$ cat src/rtl/mem_ctrl_pkg.sv
// mem_ctrl_pkg
// Shared definitions for the memory access controller: FSM state encoding,
// the memory write-enable polarity and the default access latency.
// No ports; imported by mem_access_ctrl and lat_counter.

package mem_ctrl_pkg;

   // Controller states: wait for a request, pulse chip select, hold the bus
   // while the memory works, then hand back a one-cycle response.
   typedef enum logic [1:0] {
      IDLE  = 2'd0,
      ISSUE = 2'd1,
      WAIT  = 2'd2,
      DONE  = 2'd3
   } state_t;

   // The memory's write enable is active low, so a read is the idle level.
   localparam logic WEN_WRITE = 1'b0;
   localparam logic WEN_READ  = 1'b1;

   // Access latency of the data memory, counted from the cs cycle.
   localparam int MEM_LATENCY = 3;

endpackage

$ cat src/rtl/mem_access_ctrl_lat_counter.sv
// lat_counter
// Loadable down-counter that times the wait phase of a memory access.
// 'load' presets the count to LATENCY-1, 'dec' counts down by one, and
// 'last' flags a count of 1, i.e. the final wait cycle.
// Ports:
//   clk   - rising-edge clock
//   rst   - asynchronous active-low reset (count cleared to 0)
//   load  - preset count to LATENCY-1
//   dec   - decrement count
//   last  - high while count == 1

module lat_counter
   import mem_ctrl_pkg::*;
#(
   parameter int LATENCY = MEM_LATENCY
) (
   input  logic clk,
   input  logic rst,
   input  logic load,
   input  logic dec,
   output logic last
);

   localparam int CW = $clog2(LATENCY + 1);
   localparam logic [CW-1:0] LOAD_VALUE = CW'(LATENCY - 1);
   localparam logic [CW-1:0] ONE        = CW'(1);

   logic [CW-1:0] count;

   // The counter is only ever loaded on entry to the wait phase and the
   // controller leaves that phase when the count reaches 1, so it never
   // needs to wrap; the zero guard just keeps it parked if dec is held.
   always_ff @(posedge clk or negedge rst) begin
      if (!rst) begin
         count <= '0;
      end else if (load) begin
         count <= LOAD_VALUE;
      end else if (dec && (count != '0)) begin
         count <= count - ONE;
      end
   end

   assign last = (count == ONE);

endmodule

$ cat src/rtl/mem_access_ctrl.sv
// mem_access_ctrl
// CPU-side initiator for the fixed-latency data memory. Accepts one
// load/store at a time, drives cs/wen/addr/data_in for the full access
// latency, captures read data and returns a one-cycle response.
// Ports:
//   clk, rst                 - clock and asynchronous active-low reset
//   req_valid/req_ready      - request handshake (accept when both high)
//   req_wen                  - 0 = write, 1 = read (memory polarity)
//   req_addr/req_wdata       - access address and write data
//   resp_valid/resp_rdata    - completion pulse and read data
//   busy                     - an access is in flight
//   mem_cs/mem_wen           - memory chip select / active-low write enable
//   mem_addr/mem_data_in     - memory address and write data
//   mem_data_out             - memory read data

module mem_access_ctrl
   import mem_ctrl_pkg::*;
#(
   parameter int ASIZE   = 16,
   parameter int DSIZE   = 16,
   parameter int LATENCY = MEM_LATENCY
) (
   input  logic             clk,
   input  logic             rst,
   input  logic             req_valid,
   output logic             req_ready,
   input  logic             req_wen,
   input  logic [ASIZE-1:0] req_addr,
   input  logic [DSIZE-1:0] req_wdata,
   output logic             resp_valid,
   output logic [DSIZE-1:0] resp_rdata,
   output logic             busy,
   output logic             mem_cs,
   output logic             mem_wen,
   output logic [ASIZE-1:0] mem_addr,
   output logic [DSIZE-1:0] mem_data_in,
   input  logic [DSIZE-1:0] mem_data_out
);

   state_t state, state_next;
   logic   accept;
   logic   cnt_load;
   logic   cnt_dec;
   logic   cnt_last;
   logic   wait_done;

   // Times the wait phase; the FSM only consumes the 'last' flag.
   lat_counter #(
      .LATENCY (LATENCY)
   ) u_lat_counter (
      .clk  (clk),
      .rst  (rst),
      .load (cnt_load),
      .dec  (cnt_dec),
      .last (cnt_last)
   );

   // State register. Reset drops any access in flight, which also pulls
   // mem_cs low immediately since mem_cs is decoded from the state.
   always_ff @(posedge clk or negedge rst) begin
      if (!rst) begin
         state <= IDLE;
      end else begin
         state <= state_next;
      end
   end

   // Next-state and handshake decode. req_ready depends on the state alone
   // so there is no combinational path from req_valid back to req_ready.
   // DONE can accept a new request and go straight to ISSUE, which gives
   // one access every LATENCY+1 cycles under a continuous request stream.
   always_comb begin
      state_next = state;
      req_ready  = 1'b0;
      busy       = 1'b1;
      mem_cs     = 1'b0;
      resp_valid = 1'b0;
      cnt_load   = 1'b0;
      cnt_dec    = 1'b0;
      accept     = 1'b0;
      wait_done  = 1'b0;
      unique case (state)
         IDLE: begin
            req_ready = 1'b1;
            busy      = 1'b0;
            if (req_valid) begin
               accept     = 1'b1;
               state_next = ISSUE;
            end
         end
         ISSUE: begin
            mem_cs     = 1'b1;
            cnt_load   = 1'b1;
            state_next = WAIT;
         end
         WAIT: begin
            cnt_dec = 1'b1;
            if (cnt_last) begin
               wait_done  = 1'b1;
               state_next = DONE;
            end
         end
         DONE: begin
            req_ready  = 1'b1;
            resp_valid = 1'b1;
            if (req_valid) begin
               accept     = 1'b1;
               state_next = ISSUE;
            end else begin
               state_next = IDLE;
            end
         end
         default: begin
            state_next = IDLE;
         end
      endcase
   end

   // Memory bus and response data. The bus is loaded only on accept, so it
   // stays frozen from ISSUE through the last WAIT cycle whatever req_*
   // does meanwhile. On the final wait edge, wen returns to the read level
   // and read data is captured; writes leave resp_rdata alone. Address and
   // write data simply keep their last values between accesses.
   always_ff @(posedge clk or negedge rst) begin
      if (!rst) begin
         mem_wen     <= WEN_READ;
         mem_addr    <= '0;
         mem_data_in <= '0;
         resp_rdata  <= '0;
      end else if (accept) begin
         mem_wen     <= req_wen;
         mem_addr    <= req_addr;
         mem_data_in <= req_wdata;
      end else if (wait_done) begin
         mem_wen <= WEN_READ;
         if (mem_wen == WEN_READ) begin
            resp_rdata <= mem_data_out;
         end
      end
   end

endmodule

$ cat config.mk
export PLATFORM = sky130hd
export DESIGN_NAME = mem_access_ctrl
export DESIGN_NICKNAME = d
export VERILOG_FILES = /design/src/rtl/mem_ctrl_pkg.sv /design/src/rtl/mem_access_ctrl_lat_counter.sv /design/src/rtl/mem_access_ctrl.sv
export SDC_FILE = /design/constraint.sdc
export NUM_CORES = 1
export LEC_CHECK = 0
export CAP_MARGIN = 20
export CORE_UTILIZATION = 42
export CTS_BUF_LIST = sky130_fd_sc_hd__clkbuf_4 sky130_fd_sc_hd__clkbuf_8
export DETAILED_ROUTE_END_ITERATION = 10
export GPL_TIMING_DRIVEN = 0
export HOLD_SLACK_MARGIN = 0.02
export PLACE_DENSITY = 0.82
export SLEW_MARGIN = 10
export SYNTH_ARGS = -nofsm -noshare
export SYNTH_HDL_FRONTEND = slang
export SYNTH_SLANG_ARGS = --single-unit
$ cat constraint.sdc
create_clock -name clk -period 2.2 [get_ports clk]
set_input_delay 0.44 -clock clk [delete_from_list [all_inputs] [get_ports clk]]
set_output_delay 0.44 -clock clk [all_outputs]
set_load 0.05 [all_outputs]
==> metrics.csv <==
metric,value,unit
run status,"complete, no violations",
crit path launch,mem_wen$_DFFE_PN1P_,
most frequently used cell type in the post-synthesis netlist,sky130_fd_sc_hd__dfrtp_1,
worst setup slack for register-to-register paths,0.36,ns
Post-Synthesis Net Count,198,
Vert. Die Dim,74.6,um
total standard cell area after synthesis,0.00221,sq mm
TritonCTS clock tree,built,
gp weighted congestion,0.717,
final setup violating endpoints,0,
vias per std cell,4.65,
data required time at the worst endpoint,1.76,ns
sequential area share after synthesis,59.9,%
number of synthesized flops with an enable pin,0,
share of final-layout standard cells stronger than drive strength 1,27.0,%
synthesized area per cell,15.9,sq um
later-pin clock latency in the skew report,0.30,ns
input/output buffers,104,
endpoint of the worst setup timing path,mem_wen,
RSZ-0062 raised after global routing,no,
number of design-rule violations left by the first detailed-router iteration,36,
"Design Area, Final",0.00345,sq mm
via count,1498,
Final nets,310,
number of clock buffers inserted by TritonCTS,5,
worst flop-to-flop path startpoint,state[0]$_DFFE_PN0P_,
Most used DFF post-synth,sky130_fd_sc_hd__dfrtp_1,
family with the most delay on the worst path,buffers and inverters,
leading cell types by count after synthesis,"sky130_fd_sc_hd__dfrtp_1 (52), sky130_fd_sc_hd__mux2_2 (38), sky130_fd_sc_hd__mux2_4 (10), sky130_fd_sc_hd__ha_1 (7), sky130_fd_sc_hd__inv_1 (6)",
Worst path max stage delay,0.81,ns
post-CTS setup buffer count,0,
fraction of post-synthesis cell area in the top cell type by area,58.8,%
Post-DP Area,0.00336,sq mm
Final ANT Viol Nets,0,
post-synthesis cell type with the largest combined area,sky130_fd_sc_hd__dfrtp_1,
half-perimeter wire length after detailed placement,3480,um
clock edge transition at the registers on the reported setup and hold paths,0.09,ns
global router's overall resource usage,16.6,%
area inside the core boundary,0.00511,sq mm
area delta synth->final,55.8,%
count of instances resized after the clock tree is built,5,
startpoint-to-endpoint class of the critical path,flip-flop to output port,
placed cell count,314,
die width,74.6,um
number of buffers and inverters on the critical path,1,
number of pins exceeding their max-slew limit in the final report,0,
slew margin rel.,63.6,%
peak fanout along the critical path,3,
post-synthesis async set-or-reset flop share,100,%
CTS hold repair buffers,0,
maximum operating frequency,477,MHz
post-route DRC violation count,0,
element type at the critical path start,flip-flop,
logic depth of the worst setup path including buffers,1,
length of the first detailed-routing pass in iterations,4,
vias in the first global route,1538,
instance count of the mapped netlist,139,
Max Cap Violations,0,
deepest level of the CTS H-tree,2,
cells along the critical path,clkdlybuf4s50_1,
post-synthesis register bit count,53,
setup skew after layout,0.0109,ns
first-pass GRT wire length,6900,um
worst slew pin tran,0.546,ns
critical register-to-register path endpoint,resp_rdata[14]$_DFFE_PN0P_,
number of placed I/O pins,105,
Syn. warnings,0,
Initial Utilization,43.4,%
row count,26,
Ant. Diodes,0,
cells taking the most area after synthesis,"sky130_fd_sc_hd__dfrtp_1 (59%), sky130_fd_sc_hd__mux2_2 (19%), sky130_fd_sc_hd__mux2_4 (6.8%)",
crit end category,output port,
GRT overflow,0,
maximum number of pins on one net before global-route repair,31,
"count of placed standard cells in the final layout, fillers left out",322,
worst-case reg-to-reg path depth,7,
initial antenna violation count,0,
largest buffer count on any clock path,2,
number of distinct standard cells referenced by the synthesized netlist,24,
share of the clock period used by the worst path,95.3,%
Detailed Route WL,4530,um
minimum clock period,2.10,ns
clock sinks,53,
final hold violation count,0,
DIE AREA,0.00557,sq mm
arrival time of the worst setup path,1.66,ns
path category of the worst min-delay check,input pin to asynchronous set/reset pin,
"Max stage delay cell, worst path",sky130_fd_sc_hd__clkdlybuf4s50_1,
Total Negative Setup Slacks,0,ns
Avg WL per Cell,14.1,um
CTS root buf,sky130_fd_sc_hd__clkbuf_8,
==> worst register-to-register path, delay by kind of cell (launching register included) <==
kind,cells,cell delay [ns]
adders and majority gates,1,0.35
buffers and inverters,3,0.42
and+or+nand+nor,2,0.23
muxes,1,0.31
DFF,1,0.43
==> cell type report <==
type / count / area (sq um)
fillers: 405 / 1660
flip-flops and latches: 53 / 1330
repair buffers: 105 / 1060
multi-input cells: 75 / 811
well taps: 70 / 87.6
clock buffers: 7 / 83.8
plain buffers: 5 / 53.8
inverters: 6 / 22.5
clock inverters: 1 / 7.51
==> placed cells by master (no fill, tap or decap), types with 2 or more instances in the layout <==
| cell type | netlist | final |
|---|---|---|
| sky130_fd_sc_hd__mux2_2 | 38 | 38 |
| sky130_fd_sc_hd__clkdlybuf4s50_1 | 0 | 99 |
| sky130_fd_sc_hd__buf_4 | 3 | 3 |
| sky130_fd_sc_hd__o31ai_1 | 2 | 2 |
| sky130_fd_sc_hd__dfrtp_1 | 52 | 52 |
| sky130_fd_sc_hd__dlygate4sd2_1 | 0 | 2 |
| sky130_fd_sc_hd__ha_1 | 7 | 7 |
| sky130_fd_sc_hd__clkbuf_8 | 0 | 5 |
| sky130_fd_sc_hd__mux2_4 | 10 | 10 |
| sky130_fd_sc_hd__o21ai_0 | 3 | 3 |
| sky130_fd_sc_hd__clkbuf_4 | 0 | 2 |
| sky130_fd_sc_hd__nor2_1 | 3 | 3 |
| sky130_fd_sc_hd__inv_1 | 6 | 6 |
| sky130_fd_sc_hd__buf_12 | 1 | 2 |
==> state kept, by name (all words and copies together) (netlist names) <==
register,count
mem_wen,1
u_lat_counter.count,2
resp_rdata,16
state,2
mem_data_in,16
mem_addr,16
==> per-stage QoR <==
step                worst slack [ns]  utilization [%]  hold WS, ns
finish                         0.103             67.6        0.115
global route                 0.00758             67.6        0.152
CTS                           0.0126             67.5        0.126
detailed placement          0.000867             65.8        0.460
global placement              -0.943             65.5        0.470
floorplan                      0.509                -        0.144
==> worst min-delay path by stage <==
stage	end	cells past startpoint	start	slack [ns]
after floorplan	mem_addr[0]$_DFFE_PN0P_	0	rst	0.14
after global placement	u_lat_counter.count[1]$_DFFE_PN0P_	1	u_lat_counter.count[1]$_DFFE_PN0P_	0.47
after detailed placement	mem_data_in[0]$_DFFE_PN0P_	1	rst	0.46
after CTS	mem_data_in[15]$_DFFE_PN0P_	1	rst	0.13
after global routing	mem_data_in[0]$_DFFE_PN0P_	1	rst	0.15
final	mem_addr[7]$_DFFE_PN0P_	1	rst	0.12
==> cell families (layout without fill, tap and decap cells) <==
family | after synthesis | count (layout) | synth area share [%]
DFF | 53 | 53 | 59.9
muxes | 48 | 48 | 26.1
and+or+nand+nor | 11 | 11 | 3.84
buffers and inverters | 11 | 124 | 3.45
AOI/OAI and AO/OA | 8 | 8 | 2.32
adders and majority gates | 7 | 7 | 3.95
xor gates and xnor gates | 1 | 1 | 0.396
==> layer usage <==
metal	vias to the layer above	track usage, %	routed length [um]
met5	-	0	0
met4	0	4.40	40
met3	6	6.29	311
met2	49	28.3	2360
met1	741	19.9	1810
li1	702	-	-
Power is not shown: default switching activity piles up to over one toggle a cycle in this logic, so the estimate is an artifact.
